### src/rtl/seq_pkg.sv
// Shared types and constants for the multi-cycle instruction sequencer.
//   state_t   : sequencer phase encoding
//   ALUOP_MUL : decoder ALUOp value that selects the multi-cycle multiplier
//   HALT_CODE : instruction word that stops the core
//   max_lat() : larger of two latencies, used to size the wait counter
package seq_pkg;

  typedef enum logic [2:0] {
    IDLE  = 3'd0,
    FETCH = 3'd1,
    EXEC  = 3'd2,
    MEM   = 3'd3,
    WB    = 3'd4,
    HALT  = 3'd5
  } state_t;

  localparam logic [3:0] ALUOP_MUL = 4'd8;
  localparam logic [8:0] HALT_CODE = 9'h1FF;

  function automatic int unsigned max_lat(input int unsigned a, input int unsigned b);
    return (a > b) ? a : b;
  endfunction

endpackage

### src/rtl/seq_wait_counter.sv
// Phase wait counter shared by EXEC and MEM.
// Counts 0,1,2,... from the cycle after a clear; o_last_c flags the cycle
// whose count equals i_len-1, i.e. the final cycle of an i_len-cycle phase.
//   clk, rst_n : clock, async active-low reset
//   i_clr      : restart the count at 0 on the next edge
//   i_len      : phase length in cycles (>=1), combinational select by the owner
//   o_last_c   : current cycle is the last of the phase (combinational)
module seq_wait_counter #(
  parameter int unsigned CNT_W = 2
) (
  input  logic             clk,
  input  logic             rst_n,
  input  logic             i_clr,
  input  logic [CNT_W-1:0] i_len,
  output logic             o_last_c
);

  logic [CNT_W-1:0] r_cnt;

  // Count register: cleared whenever the owner is not holding a phase open.
  always_ff @(posedge clk or negedge rst_n) begin
    if (!rst_n) begin
      r_cnt <= '0;
    end else if (i_clr) begin
      r_cnt <= '0;
    end else begin
      r_cnt <= r_cnt + CNT_W'(1);
    end
  end

  assign o_last_c = (r_cnt == (i_len - CNT_W'(1)));

endmodule

### src/rtl/instr_sequencer.sv
// Multi-cycle control sequencer for the 9-bit-instruction core.
// Steps each instruction through FETCH/EXEC/MEM/WB, owns PC and IR, and
// gates the decoder's write strobes so they only fire in MEM/WB.
//   clk, rst_n        : clock, async active-low reset
//   i_start           : begin execution at PC 0 (IDLE/HALT only)
//   i_instr           : instruction ROM data at o_pc
//   i_branch .. i_alu_op : combinational decoder outputs driven from o_ir
//   i_take_branch     : branch condition
//   i_target          : branch target
//   o_pc, o_ir        : program counter, latched instruction
//   o_reg_we, o_mem_we, o_mem_re : gated strobes (registered)
//   o_busy, o_done    : executing / halted (registered)
module instr_sequencer
  import seq_pkg::*;
#(
  parameter int unsigned PC_W    = 10,
  parameter int unsigned MCODE_W = 9,
  parameter int unsigned MEM_LAT = 2,
  parameter int unsigned MUL_LAT = 3
) (
  input  logic               clk,
  input  logic               rst_n,
  input  logic               i_start,
  input  logic [MCODE_W-1:0] i_instr,
  input  logic               i_branch,
  input  logic               i_mem_to_reg,
  input  logic               i_mem_write,
  input  logic               i_reg_write,
  input  logic [3:0]         i_alu_op,
  input  logic               i_take_branch,
  input  logic [PC_W-1:0]    i_target,
  output logic [PC_W-1:0]    o_pc,
  output logic [MCODE_W-1:0] o_ir,
  output logic               o_reg_we,
  output logic               o_mem_we,
  output logic               o_mem_re,
  output logic               o_busy,
  output logic               o_done
);

  localparam int unsigned MAX_LAT = max_lat(MEM_LAT, MUL_LAT);
  localparam int unsigned CNT_W   = $clog2(MAX_LAT) + 1;

  state_t             r_state;
  logic [PC_W-1:0]    r_pc;
  logic [MCODE_W-1:0] r_ir;
  logic               r_reg_we;
  logic               r_mem_we;
  logic               r_mem_re;
  logic               r_busy;
  logic               r_done;
  // Set one edge after reset release so a start coinciding with release is ignored.
  logic               r_armed;

  logic               w_is_mul;
  logic               w_cnt_last;
  logic [CNT_W-1:0]   w_cnt_len;
  logic               w_exec_exit;
  logic               w_mem_exit;
  logic               w_cnt_clr;
  logic               w_start_ok;
  logic               w_is_mem;
  logic [PC_W-1:0]    w_pc_inc;

  assign w_is_mul    = (i_alu_op == ALUOP_MUL);
  assign w_cnt_len   = (r_state == MEM) ? CNT_W'(MEM_LAT) : CNT_W'(MUL_LAT);
  assign w_exec_exit = !w_is_mul || w_cnt_last;
  assign w_mem_exit  = w_cnt_last;
  // Keep counting only while EXEC/MEM is being held open; any other cycle rearms at 0.
  assign w_cnt_clr   = !(((r_state == EXEC) && !w_exec_exit) ||
                         ((r_state == MEM)  && !w_mem_exit));
  assign w_start_ok  = i_start && r_armed;
  assign w_is_mem    = i_mem_write || i_mem_to_reg;
  assign w_pc_inc    = r_pc + PC_W'(1);

  seq_wait_counter #(
    .CNT_W (CNT_W)
  ) u_wait (
    .clk      (clk),
    .rst_n    (rst_n),
    .i_clr    (w_cnt_clr),
    .i_len    (w_cnt_len),
    .o_last_c (w_cnt_last)
  );

  // Sequencer FSM; strobes/status are registered alongside the state they belong to.
  always_ff @(posedge clk or negedge rst_n) begin
    if (!rst_n) begin
      r_state  <= IDLE;
      r_pc     <= '0;
      r_ir     <= '0;
      r_reg_we <= 1'b0;
      r_mem_we <= 1'b0;
      r_mem_re <= 1'b0;
      r_busy   <= 1'b0;
      r_done   <= 1'b0;
      r_armed  <= 1'b0;
    end else begin
      r_armed  <= 1'b1;
      r_reg_we <= 1'b0;
      r_mem_we <= 1'b0;
      r_mem_re <= 1'b0;
      case (r_state)
        IDLE: begin
          if (w_start_ok) begin
            r_pc    <= '0;
            r_state <= FETCH;
            r_busy  <= 1'b1;
          end
        end
        FETCH: begin
          r_ir <= i_instr;
          if (i_instr == MCODE_W'(HALT_CODE)) begin
            r_state <= HALT;
            r_busy  <= 1'b0;
            r_done  <= 1'b1;
          end else begin
            r_state <= EXEC;
          end
        end
        EXEC: begin
          if (w_exec_exit) begin
            if (i_branch) begin
              r_pc    <= i_take_branch ? i_target : w_pc_inc;
              r_state <= FETCH;
            end else if (w_is_mem) begin
              r_state  <= MEM;
              r_mem_we <= i_mem_write;  // first MEM cycle only
              r_mem_re <= i_mem_to_reg;
            end else begin
              r_state  <= WB;
              r_reg_we <= i_reg_write;
            end
          end
        end
        MEM: begin
          if (w_mem_exit) begin
            if (i_mem_to_reg) begin
              r_state  <= WB;
              r_reg_we <= i_reg_write;
            end else begin
              r_pc    <= w_pc_inc;
              r_state <= FETCH;
            end
          end else begin
            r_mem_re <= i_mem_to_reg;
          end
        end
        WB: begin
          r_pc    <= w_pc_inc;
          r_state <= FETCH;
        end
        HALT: begin
          if (w_start_ok) begin
            r_pc    <= '0;
            r_state <= FETCH;
            r_done  <= 1'b0;
            r_busy  <= 1'b1;
          end
        end
        default: begin
          r_state <= IDLE;
          r_busy  <= 1'b0;
          r_done  <= 1'b0;
        end
      endcase
    end
  end

  assign o_pc     = r_pc;
  assign o_ir     = r_ir;
  assign o_reg_we = r_reg_we;
  assign o_mem_we = r_mem_we;
  assign o_mem_re = r_mem_re;
  assign o_busy   = r_busy;
  assign o_done   = r_done;

endmodule

### config.mk
export PLATFORM = sky130hd
export DESIGN_NAME = instr_sequencer
export DESIGN_NICKNAME = d
export VERILOG_FILES = /design/src/rtl/seq_pkg.sv /design/src/rtl/seq_wait_counter.sv /design/src/rtl/instr_sequencer.sv
export SDC_FILE = /design/constraint.sdc
export NUM_CORES = 1
export LEC_CHECK = 0
export ABC_AREA = 1
export CORE_MARGIN = 4
export CORE_UTILIZATION = 31
export CTS_CLUSTER_DIAMETER = 80
export DETAILED_ROUTE_END_ITERATION = 10
export DONT_BUFFER_PORTS = 1
export GPL_TIMING_DRIVEN = 0
export HOLD_SLACK_MARGIN = 0.03
export SLEW_MARGIN = 15
export SYNTH_ARGS = -nofsm -noshare
export SYNTH_HDL_FRONTEND = slang
export SYNTH_SLANG_ARGS = --single-unit
### constraint.sdc
create_clock -name clk -period 3 [get_ports clk]
set_input_delay 0 -clock clk [delete_from_list [all_inputs] [get_ports clk]]
set_output_delay 0 -clock clk [all_outputs]
set_load 0.01 [all_outputs]
-- Yosys cells after proc, flatten, opt, wreduce, memory -nomap -nowiden
Index checks and enable logic that the tools add are counted.
- input port bits: 31
- bits in registers: 31
- output and inout bits: 24
- logic and storage cells: 86
- mux-type cells: 38
- $add $sub $neg: 3
- bitwise operators: 2
- reduce and logical (&&, ||, !) cells: 18
- eq/ne operators: 15
- operators with widths (cell ; number):
    2-to-1 mux 10 bit ; 6
    case mux 10 bit (4 select lines) ; 1
    2-to-1 mux 3 bit ; 8
    2-to-1 mux 1 bit ; 18
    case mux 3 bit (5 select lines) ; 1
    inequality test 2 bit (second input constant) ; 6
    adder 10 x 1 -> 10 bit (second input constant) ; 1
    == test 9 bit (second input constant) ; 1
    AND reduction 3 bit ; 3
    == test 3 x 2 -> 1 bit (second input constant) ; 2
    == test 3 bit (second input constant) ; 2
    case mux 1 bit (3 select lines) ; 2
    AND reduction 6 bit ; 1
    == test 4 bit (second input constant) ; 1
    case mux 1 bit (2 select lines) ; 2
    nonzero test 4 bit ; 1
    OR reduction 4 bit ; 1
    adder 3 x 1 -> 3 bit (second input constant) ; 1
    == test 3 x 1 -> 1 bit (second input constant) ; 1
    == test 3 bit ; 1
    logical AND 1 bit ; 3
    zero test 1 bit ; 3
    zero test 3 bit ; 1
    logical OR 1 bit ; 3
    other kinds (5) ; 6

-- Depth between registers and ports, before layout
Gate-level depths: netlist of run 1.
- word-level depth: 9
- depth in mapped cells: 10
- depth with buffers taken out: 10

-- Cells and area by module
Synthesis of run 1 repeated with hierarchy kept, for this count alone.
- cells, all modules: 287
- area total of the unflattened synthesis: 1949.4 sq um
- by module, submodules not included (module ; times used ; seq. area each (sq um) ; area an instance (sq um) ; cells each):
    instr_sequencer ; 1 ; 700.7 ; 1746.7 ; 259
    seq_wait_counter ; 1 ; 75.1 ; 202.7 ; 28

-- Least setup slack after synthesis of run 1
Ideal clock, no wire load.
- path kind: register to register
- start: register r_state[2]
- end: register r_pc[4] (netlist: o_pc[4])
- arrival: 1.305 ns
- slack: 1.577 ns
- buffers on the path: 1
- required time: 2.882 ns
- library setup time: 0.118 ns
- cell stages (with the launch flop): 10
- period minus slack after synthesis: 1.423 ns
- cell sequence: dfrtp_1 > buf_4 > inv_2 > nand3_1 > nand2_1 > nand3b_4 > o211ai_4 > nand2_2 > nand2_1 > nand2_1
- cells in the longest elaborated chain, start to end: 7
- elaborated cells on any way between the ends: 18
- those cells by class: add/sub (1); eq/ne (10); mux (2); reduce/logical (5)
- RTL lines (item ; line ; text):
    from (decl) ; instr_sequencer.sv:44 ; state_t r_state;
    from (signal assigned) ; instr_sequencer.sv:89 ; r_state <= IDLE;
    from (signal assigned) ; instr_sequencer.sv:107 ; r_state <= FETCH;
    from (signal assigned) ; instr_sequencer.sv:114 ; r_state <= HALT;
    == test 3 x 2 -> 1 bit ; instr_sequencer.sv:66, instr_sequencer.sv:103 ;
    2-to-1 mux 1 bit ; instr_sequencer.sv:66 ; assign w_cnt_len = (r_state == MEM) ? CNT_W'(MEM_LAT) : CNT_W'(MUL_LAT);
    subtractor 2 x 1 -> 3 bit ; seq_wait_counter.sv:31 ; assign o_last_c = (r_cnt == (i_len - CNT_W'(1)));
    == test 3 bit ; seq_wait_counter.sv:31 ;
    logical OR 1 bit ; instr_sequencer.sv:67 ; assign w_exec_exit = !w_is_mul || w_cnt_last;
    inequality test 2 bit (no line) ; n/a ;
    AND reduction 6 bit (no line) ; n/a ;
    to (signal assigned) ; instr_sequencer.sv:124 ; r_pc <= i_take_branch ? i_target : w_pc_inc;
    to (signal assigned) ; instr_sequencer.sv:142 ; r_pc <= w_pc_inc;
    to (signal assigned) ; instr_sequencer.sv:150 ; r_pc <= w_pc_inc;
    to (decl) ; instr_sequencer.sv:45 ; logic [PC_W-1:0] r_pc;
Several ways; a longest one is shown, not always the timed one.
A chain may end at the register's enable or synchronous reset.

-- Worst setup path in the final report of run 1
- start: register r_state[2]
- end: register r_pc[7] (netlist: o_pc[7])
The elaborated chain is that of the path after synthesis.

==> results by stage, run 1 <==
Run status:
- The run finished with clean final reports.

Clock network:
- The hold buffer count at cts is 27.
- The number of setup buffers added after CTS is 0.
- The depth of the CTS H-tree is 2.
- The number of sinks driven by the clock tree is 31.
- TritonCTS built the clock tree.
- After clock tree synthesis, the clock-pin slew on the worst setup and hold paths is 80 ps.
- CTS placed an instance of sky130_fd_sc_hd__clkbuf_8 at the clock tree root.
- The number of instances resized during post-cts repair is 0.
- In this run, CTS created clock tree buffers numbering 5.
- Clock latency on the worst-skew pair, taken at its later pin, is 290 ps.
- The longest clock path from root to sink contains 2 buffers.

Global routing:
- The number of global-route vias before repair is 1751.
- The total global-route track usage is 14.14%.
- The wire length of the first global-routing pass is 8.238 mm.
- The number of antenna violations at the first check in global routing is 0.
- Entering global routing, the biggest net connects 32 pins.
- After global routing the overflow that remains totals 0.

STA:
- The period utilization is 62.14%.
- After routing, the total negative slack on setup checks comes to 0 ps.
- The count of final hold-check violations is 0.
- The shortest period the worst path allows is 1864 ps.
- The setup slack after layout is 1136 ps.
- In this run the tightest slew margin relative to its limit is 65.55%.
- The maximum clock frequency is 536.4 MHz.
- The count of pins over their slew limit is 0.
- The count of final setup violators is 0.
- The final worst clock skew is 5.846 ps.
- Setup repair after global routing left no endpoint under its margin.
- The slew at the pin closest to its max-slew limit is 514.0 ps.

Finish:
- The post-layout utilization of the core is 39.84%.
- The final antenna diode count is 0.
- The proportion of layout cells with a drive suffix above 1 is 8.852%.
- The layout overhead on the synthesized area is 24.85%.
- Once layout is complete, the cells apart from fillers number 380.
- The number of nets in the final layout is 337.

Yosys:
- Yosys attributes the largest share of cell area to sky130_fd_sc_hd__dfrtp_1, sky130_fd_sc_hd__nand2_1, sky130_fd_sc_hd__nand3_1.
- The count of cell types in the netlist is 26.
- Summed over all instances, the cell type with the most area after synthesis is sky130_fd_sc_hd__dfrtp_1.
- The most instantiated flip-flop cell in the synthesis netlist is sky130_fd_sc_hd__dfrtp_1.
- The top cell type's share of synthesized area is 41.31%.
- The Yosys step of the flow raised 0 warnings.
- The net count after synthesis is 303.
- The number of storage elements in the synthesis netlist is 31.
- Synthesis produced a netlist whose cell count is 270.
- The number of flops mapped to enable cells by yosys is 0.
- For this run, asynchronously set or reset flops after synthesis account for 100.0%.
- The average cell area after synthesis is 6.956 sq um.
- Sequential elements use 41.31% of the synthesized area.
- The post-synthesis instance area is 1878 sq um.

Place:
- During placement, the flow inserted port buffers numbering 0.
- The worst setup slack after placement is 1308 ps.
- The HPWL after detailed placement is 3.478 mm.
- In this run, placement finished with an instance count of 345.
- At the end of routability-driven placement, the weighted congestion stood at 0.7924.

Setup path:
- At the worst endpoint, the required time is 3190 ps.
- STA classifies the critical path startpoint as a flop.
- For flop-to-flop paths, the worst setup slack is 1140 ps.
- The critical path start-end classification is reg2reg.
- The type of destination of the critical path is a flop.
- The delay contributed by the slowest stage of the critical path is 550 ps.
- In this run the worst path has a maximum fanout of 9.
- The worst reg-to-reg path cell count is 9.
- Walking the worst path, the cells encountered are buf_4, inv_2, a21oi_1, nor2_1, nand3_1, dlygate4sd3_1, nand2_1, nand3_1, nand2_1.
- The critical-path cell with the highest stage delay is sky130_fd_sc_hd__dlygate4sd3_1.
- STA puts the critical path data arrival time at 2050 ps.

Floorplanning:
- 55 I/O pins were placed.
- The total core area is 5886 sq um.
- For this configuration, the core starts out at a cell density of 31.91%.
- The placement row count is 28.
- The die covers 7368 sq um.
- Measured along the x axis, the die boundary spans 85.84 um.
- The die height is 85.84 um.

Pwr:
- The internal power of the cells totals 0.001119 W.
- The combinational power share is 49.4%.
- The worst ir drop on vdd is 0.3821 mV.
- In this run the static leakage power is 1.192 nW.
- In this run the power spent charging and discharging nets is 0.001077 W.
- The proportion of total power due to net switching is 49.05%.
- The areal power density over the cells is 936.8 nW/um^2.
- The share of power burned in registers is 34.8%.
- The clock power share is 15.9%.
- Power comes to 0.002197 W.

Run:
- Max-cap violations in this run came to 0.

Hold path:
- Counting instances, the worst hold path has a depth of 4.
- The worst hold path belongs to the class in2reg.

Drt:
- After detailed routing, no signal wire sits above met4.
- Once detail routing completed, the nets flagged for antenna violations numbered 0.
- The met3 wire length is 383 um.
- The DRC marker count from the first detailed-route iteration is 51.
- Detailed routing inserted a total of 1807 vias.
- The first-pass iteration count of the detailed router is 4.
- The total wire length is 4.901 mm.
- Dividing the detail-routed wire length by the instance count gives 12.90 um.
- The routed length on met2 is 2.327 mm.
- The post-detailed-route via-to-cell ratio is 4.755.
- After detailed routing, the number of remaining DRC violations is 0.
- The wire length on met1 is 2.117 mm.
## kinds of logic (layout without fill, tap and decap cells)
kind of cell | count (synthesis) | in the layout | synth area share, %
compound gates | 22 | 22 | 6.995
xor+xnor | 4 | 4 | 1.866
fa+ha+maj | 2 | 2 | 1.332
buf+inv | 33 | 68 | 7.661
flops | 31 | 31 | 41.31
other cells | 1 | 1 | 0.1997
simple gates | 177 | 177 | 40.64
## per-stage QoR
step / area (sq um) / hold slack (ps)
after floorplan: 1878 / -295.6
after global placement: 1972 / -295.0
after detailed placement: 1972 / -294.9
after CTS: 2345 / 32.39
after global routing: 2345 / 74.74
final: 2345 / 44.72
## worst paths after layout
check                                            end                 startpoint
hold reg to reg            u_wait.r_cnt[0]$_DFF_PN0_  u_wait.r_cnt[0]$_DFF_PN0_
max in group asynchronous  u_wait.r_cnt[1]$_DFF_PN0_                      rst_n
min in group asynchronous        o_ir[0]$_DFFE_PN0P_                      rst_n
setup / recovery                 o_pc[7]$_DFFE_PN0P_     r_state[2]$_DFFE_PN0P_
setup reg to reg                 o_pc[7]$_DFFE_PN0P_     r_state[2]$_DFFE_PN0P_
hold / removal                r_state[2]$_DFFE_PN0P_               i_mem_to_reg
## power groups by stage
stage                     registers, W  clock network (W)  logic [W]
final                         0.000764           0.000348    0.00108
after global routing          0.000787           0.000381    0.00125
after CTS                     0.000765           0.000362    0.00109
after detailed placement      0.000772                  0    0.00104
after global placement        0.000770                  0    0.00103
after floorplan               0.000729                  0   0.000835
## flip-flops by register name, summed over array words and instances, names as in the netlist
register	cells
o_busy	1
o_done	1
o_ir	9
o_mem_re	1
o_mem_we	1
o_pc	10
o_reg_we	1
r_armed	1
r_state	3
u_wait.r_cnt	3
## critical path: cells and delay by family (launching register included)
family | cells | cell delay (ps)
buffers and inverters | 3 | 790
AO/OA/AOI/OAI | 1 | 300
AND/OR/NAND/NOR | 5 | 350
flip-flops | 1 | 320
## cell usage after synthesis, types with 2 or more instances
master	instances
sky130_fd_sc_hd__a21oi_1	6
sky130_fd_sc_hd__buf_4	3
sky130_fd_sc_hd__clkbuf_1	2
sky130_fd_sc_hd__dfrtp_1	31
sky130_fd_sc_hd__ha_1	2
sky130_fd_sc_hd__inv_1	23
sky130_fd_sc_hd__inv_2	3
sky130_fd_sc_hd__nand2_1	114
sky130_fd_sc_hd__nand2_2	3
sky130_fd_sc_hd__nand3_1	28
sky130_fd_sc_hd__nand4_1	4
sky130_fd_sc_hd__nor2_1	21
sky130_fd_sc_hd__nor2_4	2
sky130_fd_sc_hd__o21a_1	2
sky130_fd_sc_hd__o21ai_0	13
sky130_fd_sc_hd__xnor2_1	3
## metal layers
layer	track usage (%)	vias to the layer above
met5	0	-
met4	5.612	0
met3	4.323	5
met2	23.52	50
met1	17.04	838
li1	-	914
## placed cells by master, fill, tap and decap left out, types with 3 or more instances in the layout
| cell type | instances |
|---|---|
| sky130_fd_sc_hd__nand2_1 | 114 |
| sky130_fd_sc_hd__inv_2 | 3 |
| sky130_fd_sc_hd__xnor2_1 | 3 |
| sky130_fd_sc_hd__a21oi_1 | 6 |
| sky130_fd_sc_hd__nand3_1 | 28 |
| sky130_fd_sc_hd__o21ai_0 | 13 |
| sky130_fd_sc_hd__clkbuf_8 | 5 |
| sky130_fd_sc_hd__nand4_1 | 4 |
| sky130_fd_sc_hd__inv_1 | 23 |
| sky130_fd_sc_hd__buf_4 | 3 |
| sky130_fd_sc_hd__nand2_2 | 3 |
| sky130_fd_sc_hd__nor2_1 | 21 |
| sky130_fd_sc_hd__dfrtp_1 | 31 |
| sky130_fd_sc_hd__dlygate4sd3_1 | 26 |
## final cells by class
class / instances / area [sq um]
clock inverters: 3 / 23.77
inverters: 26 / 97.59
flip-flops and latches: 31 / 775.7
clock buffers: 5 / 68.82
fillers: 629 / 3541
multi-input cells: 206 / 958.4
plain buffers: 7 / 46.29
well taps: 75 / 93.84
repair buffers: 27 / 280.3
Power figures use the tool's default switching activity.
==> run 2: changes to the inputs <==
==> constraint.sdc (replaced) <==
create_clock -name clk -period 1.8 [get_ports clk]
set_input_delay 0 -clock clk [delete_from_list [all_inputs] [get_ports clk]]
set_output_delay 0 -clock clk [all_outputs]
set_load 0.01 [all_outputs]
==> run 2 against run 1 <==
Power up 68%; sequential share of layout area up 0.11 points; via count shrank 0.33%; non-clock buffer count decreased by 1; combinational power is 69% higher; critical endpoint is now o_pc[1]$_DFFE_PN0P_; largest power group unchanged.
==> results by stage, run 2 (synthesized netlist as in run 1, its figures left out) <==
Run status:
- The run finished with clean final reports.

Place:
- The total half-perimeter wirelength after legalization and detailed placement is 3.478 mm (unchanged).
- The post-detailed-placement cell area is 1972 sq um (unchanged).
- The routability congestion estimate was 0.7924 (unchanged).
- The number of buffers inserted by port buffering came to 0 (unchanged).

Clock network:
- The clock latency at the later pin of the worst-skew pair was 290 ps (about the same).
- The clock-pin slew of the registers on the worst-case setup and hold paths is 80 ps (about the same).
- The depth of the CTS H-tree is 2 (unchanged).
- The number of sinks driven by the clock tree was 31 (unchanged).
- The master cell of the clock root buffer is sky130_fd_sc_hd__clkbuf_8.
- The maximum count of clock buffers along a single path was 2 (unchanged).
- The number of buffers inserted by post-CTS setup repair is 0 (unchanged).
- The TritonCTS clock tree is yes.
- The clock buffer count from CTS was 5 (unchanged).

STA:
- The count of final hold-check violations is 0 (unchanged).
- The relative slew slack is 64.27% (-1.3 points).
- Setup repair after global routing left no endpoint under its margin.
- The final worst clock skew is 6.190 ps (+0.3447 ps).
- The maximum clock frequency was 608.9 MHz (+14%).
- The period utilization is 91.24% (+29 points).
- The shortest period the worst path allows is 1642 ps (-221.9 ps).
- The slew at the pin closest to its max-slew limit is 533.1 ps (+19.07 ps).
- The setup TNS after final layout is 0 ps (unchanged).
- The count of pins over their slew limit came to 0 (unchanged).
- The count of final setup violators was 0 (unchanged).

Floorplanning:
- The placement row count is 28 (unchanged).
- The die height is 85.84 um (unchanged).
- The die width is 85.84 um (unchanged).
- The initial core utilization is 31.91% (unchanged).
- The die outline area is 7368 sq um (unchanged).
- The boundary pin count came to 55 (unchanged).
- The total core area is 5886 sq um (unchanged).

Setup path:
- The worst setup path is launched from a flop.
- The delay contributed by the slowest stage of the critical path was 360 ps (-190 ps).
- Traced cell by cell, the critical path runs through buf_4, nor2_1, nand2_1, nand2_1, nand2_2, nand2_1, nor2_2, buf_4, nand3_1, nand2_1.
- The critical path is of the reg2reg type.
- The critical-path cell with the highest stage delay is sky130_fd_sc_hd__dfrtp_1.
- The setup slack of the worst register-to-register path is 160 ps (-980 ps).
- The worst reg-to-reg path cell count is 10 (+1).
- By instance count, the cell type seen most on the critical path is sky130_fd_sc_hd__nand2_1.
- The largest fanout of any net on the critical path was 10 (+1).
- The kind of cell adding the most delay to the critical path is simple AND/OR/NAND/NOR gates.
- The launch instance of the worst register-to-register path is r_state[0]$_DFFE_PN0P_.
- The number of buffer and inverter stages on the critical path is 2 (-1).
- The data arrival time at the worst-slack endpoint came to 1830 ps (-220 ps).
- The worst register-to-register path ends at o_pc[1]$_DFFE_PN0P_.
- The type of destination of the critical path is a flop.
- The worst path required time is 1990 ps (-1200 ps).

Finish:
- The post-route standard cell area excluding fillers is 2341 sq um (-0.16%).
- Leaving out fill and tap cells, the most frequent cell in the layout is sky130_fd_sc_hd__nand2_1.
- The area occupied by registers is 777.0 sq um (+0.16%).
- The proportion of layout cells with a drive suffix above 1 is 9.211% (+0.36 points).
- The area occupied by multi-input gates is 963.4 sq um (+0.52%).
- The number of fillers in the final layout was 630 (+0.16%).
- The number of nets in the final layout is 336 (-0.30%).
- The layout overhead on the synthesized area is 24.65%.
- The top cell types in the final layout, fill and taps aside, are sky130_fd_sc_hd__nand2_1, sky130_fd_sc_hd__dfrtp_1, sky130_fd_sc_hd__nand3_1.
- The flip-flop count of the largest register after layout is 10 (unchanged).
- The final antenna diode count is 0 (unchanged).

Hold path:
- For hold timing, the worst endpoint is r_state[2]$_DFFE_PN0P_.
- The start point of the worst min-delay path is i_mem_to_reg.
- The number of cells traversed by the worst hold path came to 4 (unchanged).
- The worst hold path class is in2reg.

Drt:
- The per-cell routed wire length came to 13.15 um (+2.0%).
- The number of design rule violations left after detail routing is 0 (unchanged).
- The first-pass iteration count of the detailed router is 4 (unchanged).
- The post-detailed-route via-to-cell ratio came to 4.752 (about the same).
- The DRC marker count from the first detailed-route iteration is 65 (+27%).
- The total via count in the routed design is 1801 (-0.33%).
- The number of antenna-violating nets in the routed design is 0 (unchanged).
- The total wire length is 4.985 mm (+1.7%).

Pwr:
- The leakage power summed over all cells is 1.193 nW (about the same).
- The areal power density over the cells came to 1573 nW/um^2 (+68%).
- The overall power came to 0.003683 W (+68%).
- The worst ir drop on vdd is 0.6480 mV (+70%).

Global routing:
- The number of global-route vias before repair is 1748 (-0.17%).
- The total global-route track usage came to 14.18% (+0.040 points).
- The wire length of the first global-routing pass was 8.245 mm (about the same).
- The sum of overflow across all layers after global routing is 0 (unchanged).
- The pin count of the biggest net entering global routing is 32 (unchanged).
- The number of antenna violations at the first check in global routing was 0 (unchanged).

Run:
- The number of max-capacitance violations reported is 0 (unchanged).
-- run 2: changes by cell type in the layout (fill, tap and decap cells not counted), sizes merged --
cell / change
dlygate4sd3: -1
-- run 2: worst max-delay path by stage --
stage,start,to,cells past startpoint
final,r_state[0]$_DFFE_PN0P_,o_pc[1]$_DFFE_PN0P_,10
after floorplan,r_state[2]$_DFFE_PN0P_,o_pc[4]$_DFFE_PN0P_,9
after detailed placement,r_state[2]$_DFFE_PN0P_,o_pc[9]$_DFFE_PN0P_,9
after global placement,r_state[2]$_DFFE_PN0P_,o_pc[7]$_DFFE_PN0P_,9
after global routing,r_state[2]$_DFFE_PN0P_,o_pc[4]$_DFFE_PN0P_,8
after CTS,r_state[2]$_DFFE_PN0P_,o_pc[9]$_DFFE_PN0P_,9
-- run 2: worst register-to-register path, cell delays in order, from the launching register on --
cell and delay, ps:
sky130_fd_sc_hd__dfrtp_1 360, sky130_fd_sc_hd__buf_4 160, sky130_fd_sc_hd__nor2_1 170, sky130_fd_sc_hd__nand2_1 80, sky130_fd_sc_hd__nand2_1 160, sky130_fd_sc_hd__nand2_2 110, sky130_fd_sc_hd__nand2_1 100, sky130_fd_sc_hd__nor2_2 70
sky130_fd_sc_hd__buf_4 170, sky130_fd_sc_hd__nand3_1 100, sky130_fd_sc_hd__nand2_1 50
-- run 2: layout make-up --
| class | count | area share (%) |
|---|---|---|
| Timing Repair Buffer | 26 | 11.54 |
| Multi-Input combinational cell | 206 | 41.15 |
| Clock inverter | 3 | 1.015 |
| Sequential cell | 31 | 33.19 |
| Tap cell | 75 | 4.009 |
| Inverter | 26 | 4.169 |
| Clock buffer | 5 | 2.940 |
| Buffer | 7 | 1.978 |
-- run 2: routing by layer --
| layer | up-vias | part of all wire (%) | global-route usage (%) |
|---|---|---|---|
| met2 | 49 | 48 | 23.59 |
| met3 | 5 | 6.7 | 4.323 |
| met5 | - | 0 | 0 |
| met4 | 0 | 1.5 | 5.612 |
| met1 | 835 | 44 | 17.10 |
| li1 | 912 | - | - |
-- run 2: what timing repair did --
item,4_1_cts,5_1_grt
hold buffers,26,0
hold endpoints to repair,56,0
endpoints found under the setup margin,0,10
resized for setup,0,2
-- run 2: metrics by stage --
step | utilization (%) | instances | hold WS, ps | setup slack (ps)
2_1_floorplan | - | 270 | -295.6 | 376.9
3_3_place_gp | 33.50 | 345 | -295.0 | 115.6
3_5_place_dp | 33.50 | 345 | -294.9 | 107.8
4_1_cts | 39.67 | 379 | 32.39 | 93.85
5_1_grt | 39.77 | 379 | 73.33 | 7.098
6_report | 39.77 | 379 | 46.39 | 157.8
-- run 2: where the power goes --
part           internal [W]  switching, W
logic              0.000638       0.00119
clock network      0.000276      0.000304
registers          0.000952      0.000325
